[src/rtl/ddr_bank_cmd_tracker.sv]
// ddr_bank_cmd_tracker: decodes DDR command pins and tracks per-bank state, open row and row-close sync.
// Define DDR4_EN for bank groups (bg port) and act_n-based ACT decode; the default build is DDR3.
module ddr_bank_cmd_tracker #(
  parameter int BGWIDTH = 2,
  parameter int BAWIDTH = 2,
  parameter int ADDRWIDTH = 17,
  parameter int T_ACT = 3,
  parameter int T_BURST = 4,
  parameter int T_PRE = 3,
`ifdef DDR4_EN
  localparam int NBG = 2**BGWIDTH,
`else
  localparam int NBG = 1,
`endif
  localparam int NB = 2**BAWIDTH
) (
  input  logic                 clk,
  input  logic                 reset,
  input  logic                 cs_n,
  input  logic                 act_n,
  input  logic                 ras_n,
  input  logic                 cas_n,
  input  logic                 we_n,
`ifdef DDR4_EN
  input  logic [BGWIDTH-1:0]   bg,
`endif
  input  logic [BAWIDTH-1:0]   ba,
  input  logic [ADDRWIDTH-1:0] addr,
  input  logic                 stall,
  output logic [4:0]           BankFSM [NBG][NB],
  output logic [ADDRWIDTH-1:0] RowId [NBG][NB],
  output logic                 sync [NBG][NB],
  output logic                 cmd_err
);
  typedef enum logic [4:0] {
    IDLE        = 5'b00000,
    ACTIVATING  = 5'b00011,
    ACTIVE      = 5'b00100,
    READING     = 5'b01011,
    WRITING     = 5'b10010,
    PRECHARGING = 5'b00101
  } state_t;
  localparam int TMAX = T_ACT > T_BURST ? (T_ACT > T_PRE ? T_ACT : T_PRE) : (T_BURST > T_PRE ? T_BURST : T_PRE);
  localparam int TW = $clog2(TMAX + 1);
  logic act_c, rd_c, wr_c, pre_c;
  logic [BGWIDTH-1:0] grp;
  logic [NBG*NB-1:0] err;
`ifdef DDR4_EN
  assign grp   = bg;
  assign act_c = !cs_n && !act_n;
  assign rd_c  = !cs_n && act_n && ras_n && !cas_n && we_n;
  assign wr_c  = !cs_n && act_n && ras_n && !cas_n && !we_n;
  assign pre_c = !cs_n && act_n && !ras_n && cas_n && !we_n;
`else
  wire unused = act_n;
  assign grp   = '0;
  assign act_c = !cs_n && !ras_n && cas_n && we_n;
  assign rd_c  = !cs_n && ras_n && !cas_n && we_n;
  assign wr_c  = !cs_n && ras_n && !cas_n && !we_n;
  assign pre_c = !cs_n && !ras_n && cas_n && !we_n;
`endif
  for (genvar g = 0; g < NBG; g++) begin : grp_g
    for (genvar b = 0; b < NB; b++) begin : bank_b
      state_t st, nst;
      logic [TW-1:0] tmr, ntmr;
      logic ap, nap, sy, e;
      logic [ADDRWIDTH-1:0] row;
      wire hit = grp == BGWIDTH'(g) && ba == BAWIDTH'(b);
      wire a = act_c && hit;
      wire rw = (rd_c || wr_c) && hit;
      wire pt = pre_c && (addr[10] || hit);
      wire done = tmr == TW'(1);
      // Commands are judged against the current state, so one landing on a timer expiry is illegal.
      always_comb begin
        nst = st;
        ntmr = tmr;
        nap = ap;
        e = 1'b0;
        if (!stall && st == IDLE) begin
          e = rw;
          if (a) begin nst = ACTIVATING; ntmr = TW'(T_ACT); end
        end else if (!stall && st == ACTIVE) begin
          e = a;
          if (rw) begin nst = rd_c ? READING : WRITING; ntmr = TW'(T_BURST); nap = addr[10]; end
          else if (pt) begin nst = PRECHARGING; ntmr = TW'(T_PRE); end
        end else if (!stall) begin
          e = a || rw || pt;
          ntmr = done ? '0 : tmr - TW'(1);
          if (done && (st == READING || st == WRITING) && ap) begin nst = PRECHARGING; ntmr = TW'(T_PRE); end
          else if (done) nst = st == PRECHARGING ? IDLE : ACTIVE;
        end
      end
      always_ff @(posedge clk) begin
        if (reset) begin
          st <= IDLE;
          tmr <= '0;
          ap <= 1'b0;
          sy <= 1'b0;
          row <= '0;
        end else begin
          st <= nst;
          tmr <= ntmr;
          ap <= nap;
          sy <= nst == PRECHARGING && st != PRECHARGING;
          if (st == IDLE && nst == ACTIVATING) row <= addr;
        end
      end
      assign err[g*NB+b] = e;
      assign BankFSM[g][b] = st;
      assign RowId[g][b] = row;
      assign sync[g][b] = sy;
    end
  end
  always_ff @(posedge clk) begin
    if (reset) cmd_err <= 1'b0;
    else cmd_err <= stall ? (act_c || rd_c || wr_c || pre_c) : |err;
  end
endmodule

[config.mk]
export PLATFORM = sky130hd
export DESIGN_NAME = ddr_bank_cmd_tracker
export DESIGN_NICKNAME = d
export VERILOG_FILES = /design/src/rtl/ddr_bank_cmd_tracker.sv
export SDC_FILE = /design/constraint.sdc
export NUM_CORES = 1
export LEC_CHECK = 0
export ABC_AREA = 1
export CAP_MARGIN = 40
export CORE_MARGIN = 3
export CORE_UTILIZATION = 51
export CTS_BUF_LIST = sky130_fd_sc_hd__clkbuf_16
export CTS_CLUSTER_SIZE = 30
export DETAILED_ROUTE_END_ITERATION = 10
export GPL_TIMING_DRIVEN = 0
export PLACE_DENSITY = 0.81
export SKIP_LAST_GASP = 1
export SYNTH_ARGS = -nofsm -noshare
export SYNTH_HDL_FRONTEND = slang
export SYNTH_SLANG_ARGS = --single-unit
[constraint.sdc]
create_clock -name clk -period 2.1 [get_ports clk]
set_clock_uncertainty 0.2 [all_clocks]
set_input_delay 0.42 -clock clk [delete_from_list [all_inputs] [get_ports clk]]
set_output_delay 0.42 -clock clk [all_outputs]
set_load 0.03 [all_outputs]
==> impl_metrics.ini, run 1 <==
[outcome]
outcome = completed

[critical_path]
cp_slowest_cell = clkdlybuf4s50_1
critPathLaunchType = primary input
max_stage_delay_ps = 540
setup.worst_path.start = stall
worstPathMaxFanout = 10
path_buf_inv = 4
path_class = primary input to register
worstReg2RegStart = grp_g[0].bank_b[2].tmr[0]$_SDFFE_PP0P_
crit_family = buffers and inverters
rr_endpoint = grp_g[0].bank_b[2].row[16]$_SDFFE_PP0P_
reg2reg_setup_slack_ps = 80
reg2reg_depth = 13
crit_chain = clkdlybuf4s50_1 > buf_2 > nor2_2 > nand2_1 > nand2_2 > nand2_4 > inv_6 > buf_12 > nor2_1 > nor2_1
arrival_ps = 2110
cpMostUsedCell = nor2_1
required_ps = 2150
critPathCaptureType = register

[cells_and_area]
fin_util_pct = 71.65
final_common_cell = nand2_1
regArea_sq_mm = 0.002182
multiInputGateArea_sq_mm = 0.002691
diodes = 0
layout-drive-gt1-share_pct = 11.70
nNetsFinal = 936
areaGrowthSynthToFinish_pct = 34.41
fill_cells = 796
final_cell_area_sq_mm = 0.007101
final_cell_mix = nand2_1, dfxtp_1, clkdlybuf4s50_1
fin_cells = 1039

[sta]
tns_ps = 0
rsz0062_at_grt = true
hold_violations = 0
period_needed_ps = 2060
relSlewSlack_pct = 49.67
tightest_slew_ps = 755.0
max_freq_ghz = 0.4855
finalCritPeriodShare_pct = 98.09
slew_violations = 0
setup_viol = 0

[yosys]
synth.cell_area_sq_mm = 0.005283
synthAdderAreaFrac_pct = 1.895
ys_async_sr_fraction_pct = 0
synth_xor_xnor_area_share_pct = 0.1658
synthTopCellsByArea = dfxtp_1, nand2_1, nor2_1, a21oi_1, nand3_1
ys_ff_latch = 109
synth_nets = 796
synth_edf_count = 0
syn_area_per_cell_sq_um = 6.942
synth.distinct_cells = 39
synth-warning-count = 0
yosysSeqAreaShare_pct = 41.31
synthSimpleGateAreaFrac_pct = 32.28
synthFlopType = dfxtp_1
yosysTopAreaCell = dfxtp_1
synth.top_cell.area_share_pct = 41.31
synth_compound_area_share_pct = 15.49
synthMuxAreaShare_pct = 0
syn_inst = 761
synth_top_family_by_area = simple AND/OR/NAND/NOR gates

[job]
drv_cap = 0

[floorplan]
die_w_um = 107.8
dieArea_sq_mm = 0.01162
io_pins = 120
core_area_sq_mm = 0.009910
fp.dieH_um = 107.8
initial_core_util_pct = 53.31
row_count = 36

[worst_hold_path]
holdPathStages = 2
min_from = grp_g[0].bank_b[1].ap$_SDFFE_PP0P_
hold_end = grp_g[0].bank_b[1].ap$_SDFFE_PP0P_
hp-class = register to register

[routing]
wl_met2_um = 7586
wl_um = 15560
maxUsedRoutingLayer = met4
vias = 5531
drtIter0Drc = 339
routedWlPerCell_um = 14.97
vias_per_cell = 5.323
route.antenna.remaining_nets = 0
drt-met1-wl_um = 6441
first_pass_iters = 8
remaining_drc_errors = 0
wl_met3_um = 1243

[placed_design]
placed_cell_area_sq_mm = 0.006620
place_congestion = 0.8998
dp.cells = 1011
hpwl_um = 11460
io_buffers = 117

[clocking]
clk_latency_ps = 350
cts_inserted_buffers = 9
clk_pin_slew_ps = 80
h-tree-depth = 3
root_buffer = clkbuf_16
cts_buffer_depth = 2
cts.sinks = 109
cts_tree = yes

[power_and_ir_drop]
p_leak_nw = 3.069
power_mw = 5.306
p_per_area_mw_per_mm2 = 747.2
ir_drop_v = 0.0004689

[grt]
grt_pass1_wl_um = 25050
gr-usage-all-layers_pct = 26.94
grt_pass1_vias = 5307
overflow = 0
grt_max_degree = 22
antenna_found_initial = 0
cell families (layout without fill, tap and decap cells):
kind of cell	count (synthesis)	after routing
adder cells (fa/ha/maj)	8	8
buffers and inverters	104	249
AND/OR/NAND/NOR	390	390
AO/OA/AOI/OAI	149	149
XOR/XNOR	1	1
flip-flops	109	109
flip-flops by register name (all words and copies together) (netlist names):
| register | cells |
|---|---|
| grp_g.bank_b.sy | 4 |
| grp_g.bank_b.ap | 4 |
| grp_g.bank_b.row | 68 |
| cmd_err | 1 |
| grp_g.bank_b.tmr | 12 |
| grp_g.bank_b.st | 20 |
metrics by stage:
step	worst slack (ps)	hold WS, ps
floorplan	210.6	230.2
global placement	-474.2	248.5
detailed placement	-519.1	255.6
CTS	0.05174	267.4
global route	-91.97	289.0
finish	40.07	265.1
synth_stat cells, types with 8 or more instances:
cell type	n
a21oi_1	70
a21oi_2	11
clkbuf_1	11
dfxtp_1	109
ha_1	8
inv_1	68
nand2_1	188
nand2_2	18
nand3_1	51
nand4_1	11
nor2_1	100
o21ai_0	44
o21ai_1	15
worst max-delay path by stage:
| stage | cells after the start | endpoint | slack [ps] |
|---|---|---|---|
| final | 10 | grp_g[0].bank_b[2].row[16]$_SDFFE_PP0P_ | 40 |
| after global routing | 9 | grp_g[0].bank_b[0].tmr[1]$_SDFFE_PP0P_ | -90 |
| after CTS | 1 | BankFSM[12] | 0.05 |
| after detailed placement | 11 | grp_g[0].bank_b[3].row[16]$_SDFFE_PP0P_ | -520 |
| after global placement | 11 | grp_g[0].bank_b[1].row[16]$_SDFFE_PP0P_ | -470 |
| after floorplan | 9 | grp_g[0].bank_b[0].st[0]$_SDFF_PP0_ | 210 |
timing repair:
action,in CTS,in global routing
pin swaps,4,4
endpoints found under the setup margin,63,62
gates resized for setup,22,20
buffers inserted,4,8
hold buffers,0,0
worst reg2reg max path: cells and delay by family, from the launching register on:
family / cells / cell delay, ps
buf+inv: 3 / 290
fa+ha+maj: 1 / 180
simple gates: 9 / 870
flops: 1 / 380
report_power, final:
part	internal, mW	switching (mW)
Sequential	2.19	0.0880
Combinational	0.477	0.817
Clock	0.850	0.882
layer usage:
metal	vias up	track usage (%)
li1	2735	-
met3	28	8.218
met1	2552	31.94
met5	-	0
met4	0	8.566
met2	216	46.45
area by class of cell:
cell class              instances  share of cell area (%)
plain buffers                  27                   2.573
clock buffers                   9                   3.172
clock inverters                 7                   1.163
inverters                      77                   4.211
multi-input cells             548                   37.90
flip-flops and latches        109                   30.73
well taps                     133                   2.344
repair buffers                129                   17.90
No activity file was read; power rests on OpenSTA's default activity.
==> run 2, diff against run 1 <==
PLACE_DENSITY = 0.89   (was 0.81)
==> impl_metrics.ini, run 2 (same netlist as run 1, synthesis figures left out) <==
[routing]
remaining_drc_errors = 0
first_pass_iters = 5
drtIter0Drc = 685
maxUsedRoutingLayer = met4
route.antenna.remaining_nets = 0
vias = 5621
wl_met3_um = 1346
drt-met1-wl_um = 6623
routedWlPerCell_um = 15.16
wl_um = 15730
vias_per_cell = 5.415
wl_met2_um = 7350

[placed_design]
dp.cells = 1011
io_buffers = 117
placed_cell_area_sq_mm = 0.006620
hpwl_um = 10950
place_congestion = 0.9250

[critical_path]
cp_slowest_cell = clkdlybuf4s50_1
critPathLaunchType = primary input
path_buf_inv = 3
crit_chain = clkdlybuf4s50_1 > inv_2 > nand4_1 > nand2_1 > nand2_2 > nand2_2 > nand2_4 > buf_4 > o21ai_0 > nor2_1
cpMostUsedCell = nand2_2
required_ps = 2140
arrival_ps = 2120
critPathCaptureType = register
crit_family = buffers and inverters
worstPathMaxFanout = 7
max_stage_delay_ps = 430
path_class = primary input to register

[cells_and_area]
areaGrowthSynthToFinish_pct = 34.82
final_common_cell = nand2_1
layout-drive-gt1-share_pct = 12.82
diodes = 0
reg_top3 = grp_g.bank_b.row (68), grp_g.bank_b.st (20), grp_g.bank_b.tmr (12)
fill_cells = 747
fin_cells = 1038
largest_reg_flops = 68
nNetsFinal = 935
final_cell_mix = nand2_1, dfxtp_1, clkdlybuf4s50_1
final_cell_area_sq_mm = 0.007122
regMostFlops = grp_g.bank_b.row

[power_and_ir_drop]
combPwrFrac_pct = 24.9
p_clk_share_pct = 32.2
p_per_area_mw_per_mm2 = 745.8
p_leak_nw = 3.071
internal_power_mw = 3.526
p_sw_mw = 1.785
sequentialPowerShare_pct = 43.0
ir_drop_v = 0.0005590
swShare_pct = 33.61

[floorplan]
dieArea_sq_mm = 0.01162
fp.dieH_um = 107.8
io_pins = 120
row_count = 36
die_w_um = 107.8
core_area_sq_mm = 0.009910
initial_core_util_pct = 53.31

[grt]
antenna_found_initial = 0
gr-usage-all-layers_pct = 26.63
overflow = 0
grt_pass1_vias = 5140
grt_max_degree = 22
grt_pass1_wl_um = 24810

[sta]
setup_viol = 0
slew_violations = 0
period_needed_ps = 2071
max_freq_ghz = 0.4829
relSlewSlack_pct = 54.21
hold_violations = 0
rsz0062_at_grt = true
finalCritPeriodShare_pct = 98.61
tightest_slew_ps = 686.9

[worst_hold_path]
hp-class = register to register

[job]
drv_cap = 0

[clocking]
cts_inserted_buffers = 9
cts_buffer_depth = 2
cts.sinks = 109
h-tree-depth = 3
clk_pin_slew_ps = 80
root_buffer = clkbuf_16
clk_latency_ps = 350
cts_tree = yes

[outcome]
outcome = completed
run 2: cell count changes in the layout (fill, tap and decap cells not counted), moves of 2 or more:
cell and delta:
clkinv_8 -2, dlygate4sd2_1 -2, inv_8 +4, inv_1 -5, nand2_1 -2, inv_2 +5
nor2_4 +2, nor2_1 -3
run 2: what timing repair did:
action | CTS | global route
buffers inserted | 5 | 6
endpoints found under the hold margin | 0 | 0
pin swaps | 6 | 7
gates resized for setup | 23 | 34
setup endpoints to repair | 60 | 53
hold buffers | 0 | 0
run 2: power by group through the flow:
| stage | sequential [mW] | combinational [mW] | clock (mW) |
|---|---|---|---|
| after floorplan | 2.49 | 0.644 | 0 |
| after global placement | 2.32 | 1.23 | 0 |
| after detailed placement | 2.32 | 1.25 | 0 |
| after CTS | 2.28 | 1.27 | 1.72 |
| after global routing | 2.30 | 1.44 | 1.80 |
| final | 2.28 | 1.32 | 1.71 |
run 2: layout make-up:
class,instances,area [sq um],area share (%)
Buffer,27,182.7,2.565
Clock buffer,9,225.2,3.162
Clock inverter,7,75.07,1.054
Inverter,77,301.5,4.234
Multi-Input combinational cell,548,2723,38.23
Sequential cell,109,2182,30.64
Tap cell,133,166.4,2.337
Timing Repair Buffer,128,1266,17.78
run 2: stage by stage:
stage                     power (mW)  hold slack, ps  setup WS [ps]  TNS, ps  util (%)
after global routing           5.537           283.5         -51.18   -209.9     71.87
final                          5.311           262.8          29.26        0     71.87
after detailed placement       3.574           251.6         -501.3   -37010     66.81
after global placement         3.552           246.8         -468.4   -34950     66.81
after CTS                      5.268           263.6          14.10        0     70.51
after floorplan                3.138           230.2          210.6        0         -
run 2: final timing paths:
path | slack, ps | start | endpoint | depth (start not counted)
max | 30 | stall | grp_g[0].bank_b[2].row[0]$_SDFFE_PP0P_ | 10
min | 260 | grp_g[0].bank_b[0].row[2]$_SDFFE_PP0P_ | grp_g[0].bank_b[0].row[2]$_SDFFE_PP0P_ | 2
max reg2reg | 70 | grp_g[0].bank_b[2].st[0]$_SDFF_PP0_ | grp_g[0].bank_b[2].row[0]$_SDFFE_PP0P_ | 9
min reg2reg | 260 | grp_g[0].bank_b[0].row[2]$_SDFFE_PP0P_ | grp_g[0].bank_b[0].row[2]$_SDFFE_PP0P_ | 2
run 2: worst reg2reg max path: stages, from the launching register on:
cell and delay, ps:
dfxtp_1 350, nor2_1 180, nand3_1 180, nor2_1 270, nand2_1 160, nand2_2 120
nand2_4 110, buf_4 170, o21ai_0 140, nor2_1 60
run 2: per-layer routing:
| layer | global-route usage (%) | vias up |
|---|---|---|
| met5 | 0 | - |
| met4 | 9.919 | 0 |
| met3 | 5.639 | 33 |
| met2 | 42.85 | 290 |
| met1 | 35.10 | 2559 |
| li1 | - | 2739 |
